File: config.mk
export PLATFORM = sky130hd
export DESIGN_NAME = rf_arbiter
export DESIGN_NICKNAME = d
export VERILOG_FILES = /design/src/rtl/rf_arbiter.sv
export SDC_FILE = /design/constraint.sdc
export NUM_CORES = 1
export LEC_CHECK = 0
export CAP_MARGIN = 20
export CORE_UTILIZATION = 42
export CTS_CLUSTER_SIZE = 8
export DETAILED_ROUTE_END_ITERATION = 6
export PLACE_DENSITY = 0.83
export SETUP_SLACK_MARGIN = 0.05
export SYNTH_ARGS = -nofsm -noshare
export SYNTH_HDL_FRONTEND = slang
export SYNTH_SLANG_ARGS = --single-unit
File: constraint.sdc
create_clock -name i_CLK -period 4.5 [get_ports i_CLK]
set_clock_uncertainty 0.05 [all_clocks]
set_input_delay 1.125 -clock i_CLK [delete_from_list [all_inputs] [get_ports i_CLK]]
set_output_delay 1.125 -clock i_CLK [all_outputs]
set_load 0.01 [all_outputs]
File: src/rtl/rf_arbiter.sv
// rf_arbiter: two-requester round-robin arbiter in front of a single-port
// register file.
//
// Ports
//   i_CLK, i_RST           clock, asynchronous active-high reset
//   i_{A,B}_WrEn/RdEn      level requests, held until the matching GNT
//   i_{A,B}_Address/WrData request address and write data
//   o_{A,B}_GNT            one-cycle pulse: transaction complete
//   o_{A,B}_RdData         last read result, held until that side's next read
//   o_{A,B}_RdData_Valid   one-cycle pulse alongside GNT on a read
//   o_WrEn/RdEn/Address/WrData, i_RdData/i_RdData_Valid  register-file side
//   o_TIMEOUT              one-cycle pulse when a read completes by timeout
//
// state | meaning
// IDLE  | arbitrate between pending requests
// WRITE | single-cycle write strobe to the register file, GNT to owner
// READ  | hold read enable/address until data valid or wait limit reached
// RESP  | return read data to owner with valid + GNT
module rf_arbiter #(
  parameter int DATA_WIDTH = 8,
  parameter int ADDR_WIDTH = 4,
  parameter int TIMEOUT    = 15
) (
  input  logic                  i_CLK,
  input  logic                  i_RST,
  input  logic                  i_A_WrEn,
  input  logic                  i_A_RdEn,
  input  logic [ADDR_WIDTH-1:0] i_A_Address,
  input  logic [DATA_WIDTH-1:0] i_A_WrData,
  output logic                  o_A_GNT,
  output logic [DATA_WIDTH-1:0] o_A_RdData,
  output logic                  o_A_RdData_Valid,
  input  logic                  i_B_WrEn,
  input  logic                  i_B_RdEn,
  input  logic [ADDR_WIDTH-1:0] i_B_Address,
  input  logic [DATA_WIDTH-1:0] i_B_WrData,
  output logic                  o_B_GNT,
  output logic [DATA_WIDTH-1:0] o_B_RdData,
  output logic                  o_B_RdData_Valid,
  output logic                  o_WrEn,
  output logic                  o_RdEn,
  output logic [ADDR_WIDTH-1:0] o_Address,
  output logic [DATA_WIDTH-1:0] o_WrData,
  input  logic [DATA_WIDTH-1:0] i_RdData,
  input  logic                  i_RdData_Valid,
  output logic                  o_TIMEOUT
);

  typedef enum logic [1:0] {IDLE, WRITE, READ, RESP} state_t;

  state_t                state_q, state_d;
  logic                  owner_q, owner_d;   // 0 = A, 1 = B
  logic                  last_q, last_d;     // side granted last, 0 = A, 1 = B
  logic [3:0]            cnt_q, cnt_d;
  logic                  wr_en_q, wr_en_d;
  logic                  rd_en_q, rd_en_d;
  logic [ADDR_WIDTH-1:0] addr_q, addr_d;
  logic [DATA_WIDTH-1:0] wdata_q, wdata_d;
  logic                  a_gnt_q, a_gnt_d;
  logic                  b_gnt_q, b_gnt_d;
  logic [DATA_WIDTH-1:0] a_rdata_q, a_rdata_d;
  logic [DATA_WIDTH-1:0] b_rdata_q, b_rdata_d;
  logic                  a_rvalid_q, a_rvalid_d;
  logic                  b_rvalid_q, b_rvalid_d;
  logic                  timeout_q, timeout_d;

  logic                  a_req, b_req, win_b, sel_wr;
  logic [ADDR_WIDTH-1:0] sel_addr;
  logic [DATA_WIDTH-1:0] sel_wdata;
  logic [3:0]            cnt_inc;

  assign a_req     = i_A_WrEn | i_A_RdEn;
  assign b_req     = i_B_WrEn | i_B_RdEn;
  // B wins when alone, or on contention when A was granted last.
  assign win_b     = b_req & (~a_req | ~last_q);
  // Write takes precedence over a simultaneous read from the same side.
  assign sel_wr    = win_b ? i_B_WrEn    : i_A_WrEn;
  assign sel_addr  = win_b ? i_B_Address : i_A_Address;
  assign sel_wdata = win_b ? i_B_WrData  : i_A_WrData;
  // Wait limit compares the count including the current cycle, so the
  // READ state lasts at most TIMEOUT cycles.
  assign cnt_inc   = cnt_q + 4'd1;

  always_comb begin
    state_d    = state_q;
    owner_d    = owner_q;
    last_d     = last_q;
    cnt_d      = cnt_q;
    wr_en_d    = 1'b0;
    rd_en_d    = 1'b0;
    addr_d     = addr_q;
    wdata_d    = wdata_q;
    a_gnt_d    = 1'b0;
    b_gnt_d    = 1'b0;
    a_rdata_d  = a_rdata_q;
    b_rdata_d  = b_rdata_q;
    a_rvalid_d = 1'b0;
    b_rvalid_d = 1'b0;
    timeout_d  = 1'b0;

    case (state_q)
      IDLE: begin
        if (a_req | b_req) begin
          owner_d = win_b;
          last_d  = win_b;
          addr_d  = sel_addr;
          cnt_d   = 4'd0;
          if (sel_wr) begin
            state_d = WRITE;
            wr_en_d = 1'b1;
            wdata_d = sel_wdata;
            a_gnt_d = ~win_b;
            b_gnt_d = win_b;
          end else begin
            state_d = READ;
            rd_en_d = 1'b1;
          end
        end
      end

      WRITE: state_d = IDLE;

      READ: begin
        cnt_d   = cnt_inc;
        rd_en_d = 1'b1;
        if (i_RdData_Valid) begin
          state_d = RESP;
          rd_en_d = 1'b0;
          if (owner_q) begin
            b_rdata_d  = i_RdData;
            b_rvalid_d = 1'b1;
            b_gnt_d    = 1'b1;
          end else begin
            a_rdata_d  = i_RdData;
            a_rvalid_d = 1'b1;
            a_gnt_d    = 1'b1;
          end
        end else if (cnt_inc == 4'(TIMEOUT)) begin
          state_d   = RESP;
          rd_en_d   = 1'b0;
          timeout_d = 1'b1;
          if (owner_q) begin
            b_rdata_d  = '0;
            b_rvalid_d = 1'b1;
            b_gnt_d    = 1'b1;
          end else begin
            a_rdata_d  = '0;
            a_rvalid_d = 1'b1;
            a_gnt_d    = 1'b1;
          end
        end
      end

      RESP: state_d = IDLE;

      default: state_d = IDLE;
    endcase
  end

  always_ff @(posedge i_CLK or posedge i_RST) begin
    if (i_RST) begin
      state_q    <= IDLE;
      owner_q    <= 1'b0;
      last_q     <= 1'b1;
      cnt_q      <= 4'd0;
      wr_en_q    <= 1'b0;
      rd_en_q    <= 1'b0;
      addr_q     <= '0;
      wdata_q    <= '0;
      a_gnt_q    <= 1'b0;
      b_gnt_q    <= 1'b0;
      a_rdata_q  <= '0;
      b_rdata_q  <= '0;
      a_rvalid_q <= 1'b0;
      b_rvalid_q <= 1'b0;
      timeout_q  <= 1'b0;
    end else begin
      state_q    <= state_d;
      owner_q    <= owner_d;
      last_q     <= last_d;
      cnt_q      <= cnt_d;
      wr_en_q    <= wr_en_d;
      rd_en_q    <= rd_en_d;
      addr_q     <= addr_d;
      wdata_q    <= wdata_d;
      a_gnt_q    <= a_gnt_d;
      b_gnt_q    <= b_gnt_d;
      a_rdata_q  <= a_rdata_d;
      b_rdata_q  <= b_rdata_d;
      a_rvalid_q <= a_rvalid_d;
      b_rvalid_q <= b_rvalid_d;
      timeout_q  <= timeout_d;
    end
  end

  assign o_WrEn           = wr_en_q;
  assign o_RdEn           = rd_en_q;
  assign o_Address        = addr_q;
  assign o_WrData         = wdata_q;
  assign o_A_GNT          = a_gnt_q;
  assign o_B_GNT          = b_gnt_q;
  assign o_A_RdData       = a_rdata_q;
  assign o_B_RdData       = b_rdata_q;
  assign o_A_RdData_Valid = a_rvalid_q;
  assign o_B_RdData_Valid = b_rvalid_q;
  assign o_TIMEOUT        = timeout_q;

endmodule

# --- Yosys cells after proc, flatten, opt, wreduce, memory -nomap -nowiden ---
# Cells that the tools add are included.
totals:
  regBits: 43
  latchBits: 0
  ram_bits: 0
  mem_bits_ro: 0
  inputBits: 39
  output_inout_bits: 35
  word_cells: 84
  memories: 0
classes:
  n_addsub: 1
  mul: 0
  div: 0
  magnitude_cmp: 0
  n_eq_ne: 6
  n_shift: 0
  mux: 43
  bitwise: 9
  reduce_logical: 10
ops:
  columns: ["cell", "count"]
  rows:
  - ["8-bit 2-to-1 mux", 9]
  - ["1-bit 2-to-1 mux", 23]
  - ["3-bit AND reduction", 3]
  - ["2-bit 2-to-1 mux", 4]
  - ["4-bit 2-to-1 mux", 2]
  - ["4-bit case mux with 2 select lines", 1]
  - ["1-bit case mux with 2 select lines", 3]
  - ["2-bit case mux with 3 select lines", 1]
  - ["2-bit AND reduction", 3]
  - ["4-bit by 1-bit adder with 4-bit output, second input constant", 1]
  - ["2-bit equality test, second input constant", 2]
  - ["4-bit equality test, second input constant", 1]
  - ["1-bit NOT", 4]
  - ["1-bit OR", 4]
  - ["2-bit nonzero test", 2]
  - ["3-bit inequality test, second input constant", 1]
  - ["2-bit by 1-bit equality test with 1-bit output, second input constant", 1]
  - ["2-bit zero test", 1]
  - ["2-bit inequality test, second input constant", 1]
  - ["2-bit OR reduction", 1]
  - ["1-bit AND", 1]

# --- Depth between registers and ports, before layout ---
# Gate-level depths: netlist of the first run.
logic_depth:
  word_depth: 8
  ltp_mapped: 6
  ltp_nobuf: 5

# --- Least setup slack after synthesis of the first run ---
# No wires, ideal clock.
synth_timing:
  path_type: "input to register"
  start: "input port i_B_WrEn"
  end: "register wdata_q[0], in the netlist o_WrData[0]"
  setup_time_ns: 0.125
  arrival_time_ns: 2.456
  required_ns: 4.325
  path_slack_ns: 1.870
  cell_stages: 4
  path_buffers: 1
  cell_sequence: "o21ai_1 clkbuf_1 mux2_2 mux2_2"
synth_between:
  elab_chain_cells: 4
  word_cells_on_any_way: 6
  cone_classes: "2 x mux; 3 x bitwise; 1 x reduce/logical"
synth_rtl:
  columns: ["element", "line_no", "text"]
  rows:
  - ["from (decl)", "33", "input logic i_B_WrEn,"]
  - ["1-bit OR", "73", "assign b_req = i_B_WrEn | i_B_RdEn;"]
  - ["1-bit AND", "75", "assign win_b = b_req & (~a_req | ~last_q);"]
  - ["1-bit 2-to-1 mux", "77", "assign sel_wr = win_b ? i_B_WrEn : i_A_WrEn;"]
  - ["3-bit AND reduction (no source line)", null, null]
  - ["to (signal assigned)", "185", "wdata_q <= wdata_d;"]
  - ["to (decl)", "58", "logic [DATA_WIDTH-1:0] wdata_q, wdata_d;"]
# Several ways; a longest one is shown, not always the timed one.
# A chain may end at the register's enable or synchronous reset.

# --- Worst setup path after layout of the first run ---
layout_timing:
  start: "input port i_A_RdEn"
  end: "register wdata_q[6], in the netlist o_WrData[6]"
layout_between:
  elab_chain_cells: 6
  word_cells_on_any_way: 8
  cone_classes: "2 x mux; 5 x bitwise; 1 x reduce/logical"
layout_rtl:
  columns: ["element", "line_no", "text"]
  rows:
  - ["from (decl)", "27", "input logic i_A_RdEn,"]
  - ["1-bit OR *", "72", "assign a_req = i_A_WrEn | i_A_RdEn;"]
  - ["1-bit NOT", "75", null]
  - ["1-bit OR", "75", null]
  - ["1-bit AND", "75", null]
  - ["1-bit 2-to-1 mux", "77", null]
  - ["3-bit AND reduction (no source line)", null, null]
# Mark *: on every way between the ends. The rest lies on a longest branch, timed or not.

==> results.toml, run 1 <==
[placement]
place.gp.congestion = 0.773
hpwl_mm = 3.20
placedCellCount = 304
portBuffers = 73

[worst_hold_path]
whs_endpoint = "o_Address[0]$_DFFE_PP0P_"
min_from = "o_Address[0]$_DFFE_PP0P_"
min_path_cells = 2
hold_class = "flip-flop to flip-flop"

[finish]
nFillCells = 358
layout-drive-gt1-share_pct = 10.4
final_cell_count_no_fill = 312
nets = 300
synthToLayoutAreaGrowth_pct = 45.2
diodes = 0

[worst_setup_path]
rrSetupSlack_ns = 2.19
r2r-start = "cnt_q[0]$_DFFE_PP0P_"
rr_endpoint = "o_RdEn$_DFF_PP0_"
crit_type = "input port to flip-flop"
start_kind = "input port"
r2r_cells = 5
worstSetupEndpointType = "flip-flop"
required_ns = 4.64
arrival_ns = 3.36
crit_fanout = 15

[global_route]
grt_max_degree = 44
antenna_found_initial = 0
grt_pass1_wl_mm = 7.75
grt_pass1_vias = 1687
grt_overflow = 0
track_usage_pct = 20.0

[floorplanning]
dieArea_um2 = 4950
std_cell_rows = 24
initial_utilization_pct = 44.4
core_area_um2 = 4410
die_y_um = 70.3
io_pins = 74
die_w_um = 70.3

[pwr]
leakage_uw = 0.00128
pwr-share-seq_pct = 37.9
p_switching_uw = 604
power_density_nw_per_um2 = 628
p_sw_share_pct = 33.8
clkPwrFrac_pct = 16.5
peakVddDrop_v = 0.000320
power_frac_comb_pct = 45.7
p_int_uw = 1180

[cts]
cts_max_path_buffers = 2
cts_resized = 0
cts_setup_buffers = 0
cts_tree = "yes"
cts_made_buffers = 5
hold_buffers = 0
cts-root-buf = "clkbuf_8"
path_clk_slew_ns = 0.08
clock_latency_ns = 0.30
cts_sinks = 43
htree_levels = 2

[timing]
setup_viol = 0
min_period_ns = 3.22
fmax_mhz = 311
drv_slew = 0
fin_setup_tns_ns = 0
slew_headroom_pct = 27.0
period_share_pct = 71.5
hold_ws_ns = 0.438
finalHoldViolations = 0
rsz0062_at_grt = "no"
worst_pin_slew_ns = 1.09

[synth]
ys_warn_count = 0
synth_area_leaders = "dfrtp_1 54%, mux2_2 9.2%, o21ai_0 7.7%"
synthFlopType = "dfrtp_1"
synth.ff_latch_count = 43
async_flop_share_pct = 100
ys_types = 29
synth-edff-count = 0
synth_top_area_share_pct = 53.6
synth-compound-area-share_pct = 19.5
synth_top_family_by_area = "compound AO/OA/AOI/OAI gates"
synth-simple-area-share_pct = 6.96
synth_area_um2 = 1960
avgSynthCellArea_um2 = 10.7
synth_fp_nets = 225
ys_seq_area_share_pct = 54.9
synth-adder-area-share_pct = 1.28
synth_mux_area_share_pct = 11.7
synth-xor-area-share_pct = 0
syn_inst = 184
netlist.top_cell.by_area = "dfrtp_1"

[status]
status = "finished, final reports clean"

[routing]
drc = 0
finalWirelength_mm = 4.48
wl_per_cell_um = 14.4
vias = 1664
drt_first_pass_iters = 4
via_per_inst = 5.33
ant_nets = 0
drt_iter0_markers = 136

[flow_run]
maxCapViolCount = 0
==> power by group through the flow <==
stage	Clock [uW]	Sequential [uW]	Combinational, uW
after global placement	0	677	795
after detailed placement	0	682	817
final	294	677	816
after CTS	301	676	822
after global routing	317	702	898
after floorplan	0	728	365
==> kinds of logic after synthesis <==
group	after synthesis
buf+inv	29
flops	43
fa+ha+maj	2
compound gates	60
mux	21
simple gates	29
==> cells in the mapped netlist, types with 2 or more instances <==
master / number
nand2_1: 13
a21oi_1: 3
a31oi_1: 2
o22ai_1: 2
nand2b_1: 3
ha_1: 2
nor2_1: 6
mux2i_1: 5
dfrtp_1: 42
a22oi_1: 16
o21ai_0: 30
inv_1: 23
clkbuf_1: 5
o21ai_1: 2
mux2_2: 16
==> critical path, stage by stage <==
cell,delay (ns)
clkdlybuf4s50_1,0.57
nor4_1,0.10
or3_1,0.54
a311oi_4,0.62
mux2_2,0.40
==> layout by cell type, fill, tap and decap left out <==
cell	instances
a21oi_1	3
o21a_1	1
and3_1	1
or3_1	1
a311oi_4	1
nand3b_1	1
mux2_2	16
a22oi_1	16
clkbuf_8	5
ha_1	2
bufinv_16	1
nor3_1	1
and4_1	1
o21ai_1	2
dfrtp_1	42
clkdlybuf4s50_1	73
o22ai_1	2
a21o_1	1
nand2_1	13
mux2i_1	5
dfstp_2	1
inv_1	22
nor2b_1	1
o221a_2	1
o21ai_0	30
inv_2	1
buf_4	1
nor2_1	6
clkbuf_1	2
a31oi_1	2
nand2b_1	3
nor4_1	1
o2bb2ai_1	1
==> cell type report <==
class,count,area (um2),share of cell area (%)
Clock buffer,7,76.3,2.68
Clock inverter,1,30.0,1.05
Inverter,23,86.3,3.03
Multi-Input combinational cell,112,773,27.2
Sequential cell,43,1080,37.8
Tap cell,52,65.1,2.29
Timing Repair Buffer,74,738,25.9
==> registers in the layout, indices dropped and copies added (netlist names) <==
| name | flops |
|---|---|
| last_q | 1 |
| o_B_RdData | 8 |
| o_B_RdData_Valid | 1 |
| o_A_GNT | 1 |
| cnt_q | 4 |
| owner_q | 1 |
| o_A_RdData_Valid | 1 |
| o_TIMEOUT | 1 |
| o_Address | 4 |
| o_RdEn | 1 |
| o_B_GNT | 1 |
| o_A_RdData | 8 |
| o_WrEn | 1 |
| state_q | 2 |
| o_WrData | 8 |
==> routing by layer <==
layer	vias up	GRT usage [%]	routed length, um
met5	-	0	0
met3	9	6.20	303
met4	0	8.89	71
li1	794	-	-
met1	804	26.7	2110
met2	57	29.8	2000
==> worst max path at each step <==
stage / startpoint / endpoint / cells after the start
floorplan: i_B_WrEn / o_WrData[0]$_DFFE_PP0P_ / 4
global placement: i_A_RdEn / o_WrData[1]$_DFFE_PP0P_ / 5
detailed placement: i_A_RdEn / o_WrData[2]$_DFFE_PP0P_ / 5
CTS: i_A_RdEn / o_WrData[6]$_DFFE_PP0P_ / 5
global route: i_A_RdEn / o_WrData[6]$_DFFE_PP0P_ / 5
finish: i_A_RdEn / o_WrData[6]$_DFFE_PP0P_ / 5
==> per-stage QoR <==
stage | instance area [um2] | setup slack (ns) | power, uW | utilization [%]
final | 2850 | 1.28 | 1790 | 64.5
after floorplan | 1960 | 1.87 | 1090 | -
after global placement | 2740 | 1.04 | 1470 | 62.1
after CTS | 2850 | 1.29 | 1800 | 64.5
after global routing | 2850 | 1.18 | 1920 | 64.5
after detailed placement | 2740 | 0.966 | 1500 | 62.1
(Power assumes the default switching activity.)
==> run 2: changes to the inputs <==
CORE_UTILIZATION = 39   (was 42)
PLACE_DENSITY = 0.81   (was 0.83)
clock period = 2.7 ns   (was 4.5 ns; I/O delays follow)
==> results.toml, run 2 (same netlist as run 1, synthesis figures left out) <==
[flow_run]
maxCapViolCount = 0

[global_route]
antenna_found_initial = 0
grtUsageMet3_pct = 7.60
met1_usage_pct = 23.0
grtUsageMet2_pct = 31.6
grt-busiest-layer = "met2"
track_usage_pct = 19.0
grt_pass1_vias = 1703
grt_max_degree = 29
grt_overflow = 0
grt_pass1_wl_mm = 7.71

[timing]
hold_ws_ns = 0.442
finalHoldViolations = 0
period_share_pct = 88.6
setup_viol = 0
fin_setup_tns_ns = 0
slew_headroom_pct = 56.8
rsz0062_at_grt = "no"
fmax_mhz = 418
worst_pin_slew_ns = 0.645
min_period_ns = 2.39
drv_slew = 0

[placement]
portBuffers = 73
hpwl_mm = 3.32
place.gp.congestion = 0.796
dpl-instance-area_um2 = 2830

[cts]
cts_made_buffers = 5
htree_levels = 2
cts_resized = 0
cts_sinks = 43
cts_max_path_buffers = 2
cts-root-buf = "clkbuf_8"
cts_tree = "yes"
clock_latency_ns = 0.29
path_clk_slew_ns = 0.08
hold_buffers = 0
cts_setup_buffers = 0

[worst_hold_path]
hold_class = "flip-flop to flip-flop"
min_from = "o_Address[0]$_DFFE_PP0P_"

[pwr]
finalPower_uw = 3050
power_density_nw_per_um2 = 1030
p_int_uw = 2040
p_sw_share_pct = 33.2
clkPwrFrac_pct = 16.9
leakage_uw = 0.00133
peakVddDrop_v = 0.000634
pwr-share-seq_pct = 36.9
power_frac_comb_pct = 46.2
p_switching_uw = 1010

[routing]
vias = 1706
wl_per_cell_um = 13.7
drt_first_pass_iters = 4
drt_iter0_markers = 103
via_per_inst = 5.09
finalWirelength_mm = 4.58
ant_nets = 0
drc = 0

[floorplanning]
std_cell_rows = 25
dieArea_um2 = 5320
die_y_um = 72.9
initial_utilization_pct = 41.0
die_w_um = 72.9
core_area_um2 = 4790
io_pins = 74

[finish]
layout-drive-gt1-share_pct = 13.8
nets = 308
synthToLayoutAreaGrowth_pct = 50.4
diodes = 0
layout_commonest_cell = "clkdlybuf4s50_1"
nFillCells = 387
final_cell_mix = "73 x clkdlybuf4s50_1, 42 x dfrtp_1, 30 x o21ai_0"
fin_area_um2 = 2950

[worst_setup_path]
startpoint = "i_B_WrEn"
r2r-start = "state_q[1]$_DFFE_PP0P_"
slowest_stage = "clkdlybuf4s50_1"
critPathMaxStageDelay_ns = 0.53
start_kind = "input port"
worstSetupEndpointType = "flip-flop"
crit_type = "input port to flip-flop"
crit_family = "buffers and inverters"
cp_num_buf_inv = 2
arrival_ns = 2.52
crit_fanout = 10
path_cells = "clkdlybuf4s50_1 > nor4_1 > or3_1 > a311oi_4 > buf_4 > mux2_2"
required_ns = 2.83

[status]
status = "finished, final reports clean"
run 2: path summary, 6_finish.rpt:
path                                       endpoint  slack, ns  depth (start not counted)
min in group asynchronous   o_WrData[7]$_DFFE_PP0P_       0.71                          2
min                        o_Address[0]$_DFFE_PP0P_       0.44                          2
max in group asynchronous       o_TIMEOUT$_DFF_PP0_       1.36                          3
max                         o_WrData[6]$_DFFE_PP0P_       0.31                          6
max reg2reg                 o_WrData[6]$_DFFE_PP0P_       0.80                          4
min reg2reg                o_Address[0]$_DFFE_PP0P_       0.44                          2
run 2: layer usage:
layer / up-vias / part of all wire (%)
met5: - / 0
met4: 0 / 0.57
met3: 4 / 8.6
met2: 69 / 47
met1: 815 / 44
li1: 818 / -
run 2: power groups by stage:
stage                     sequential, uW  clock [uW]  combinational [uW]
after floorplan                     1210           0                 609
final                               1130         514                1410
after detailed placement            1130           0                1420
after global placement              1120           0                1380
after CTS                           1130         521                1420
after global routing                1160         554                1540
run 2: per-stage QoR:
step	instances	util [%]	setup WS (ns)
2_1_floorplan	184	-	0.520
3_3_place_gp	327	59.2	0.0848
3_5_place_dp	327	59.2	0.0196
4_1_cts	335	61.6	0.334
5_1_grt	335	61.6	0.259
6_report	335	61.6	0.307
run 2: worst min-delay path: cells and delay by family, from the launching register on:
kind / cells / cell delay, ns
AND/OR/NAND/NOR: 1 / 0.05
AO/OA/AOI/OAI: 1 / 0.06
flip-flops: 1 / 0.35
run 2: final cells by class:
type                            instances  area [um2]  area share [%]
Sequential cell                        43        1080            36.5
Timing Repair Buffer                   82         811            27.5
Multi-Input combinational cell        112         773            26.2
Inverter                               23        86.3            2.93
Tap cell                               67        83.8            2.84
Clock buffer                            6        82.6            2.80
Clock inverter                          2        35.0            1.19
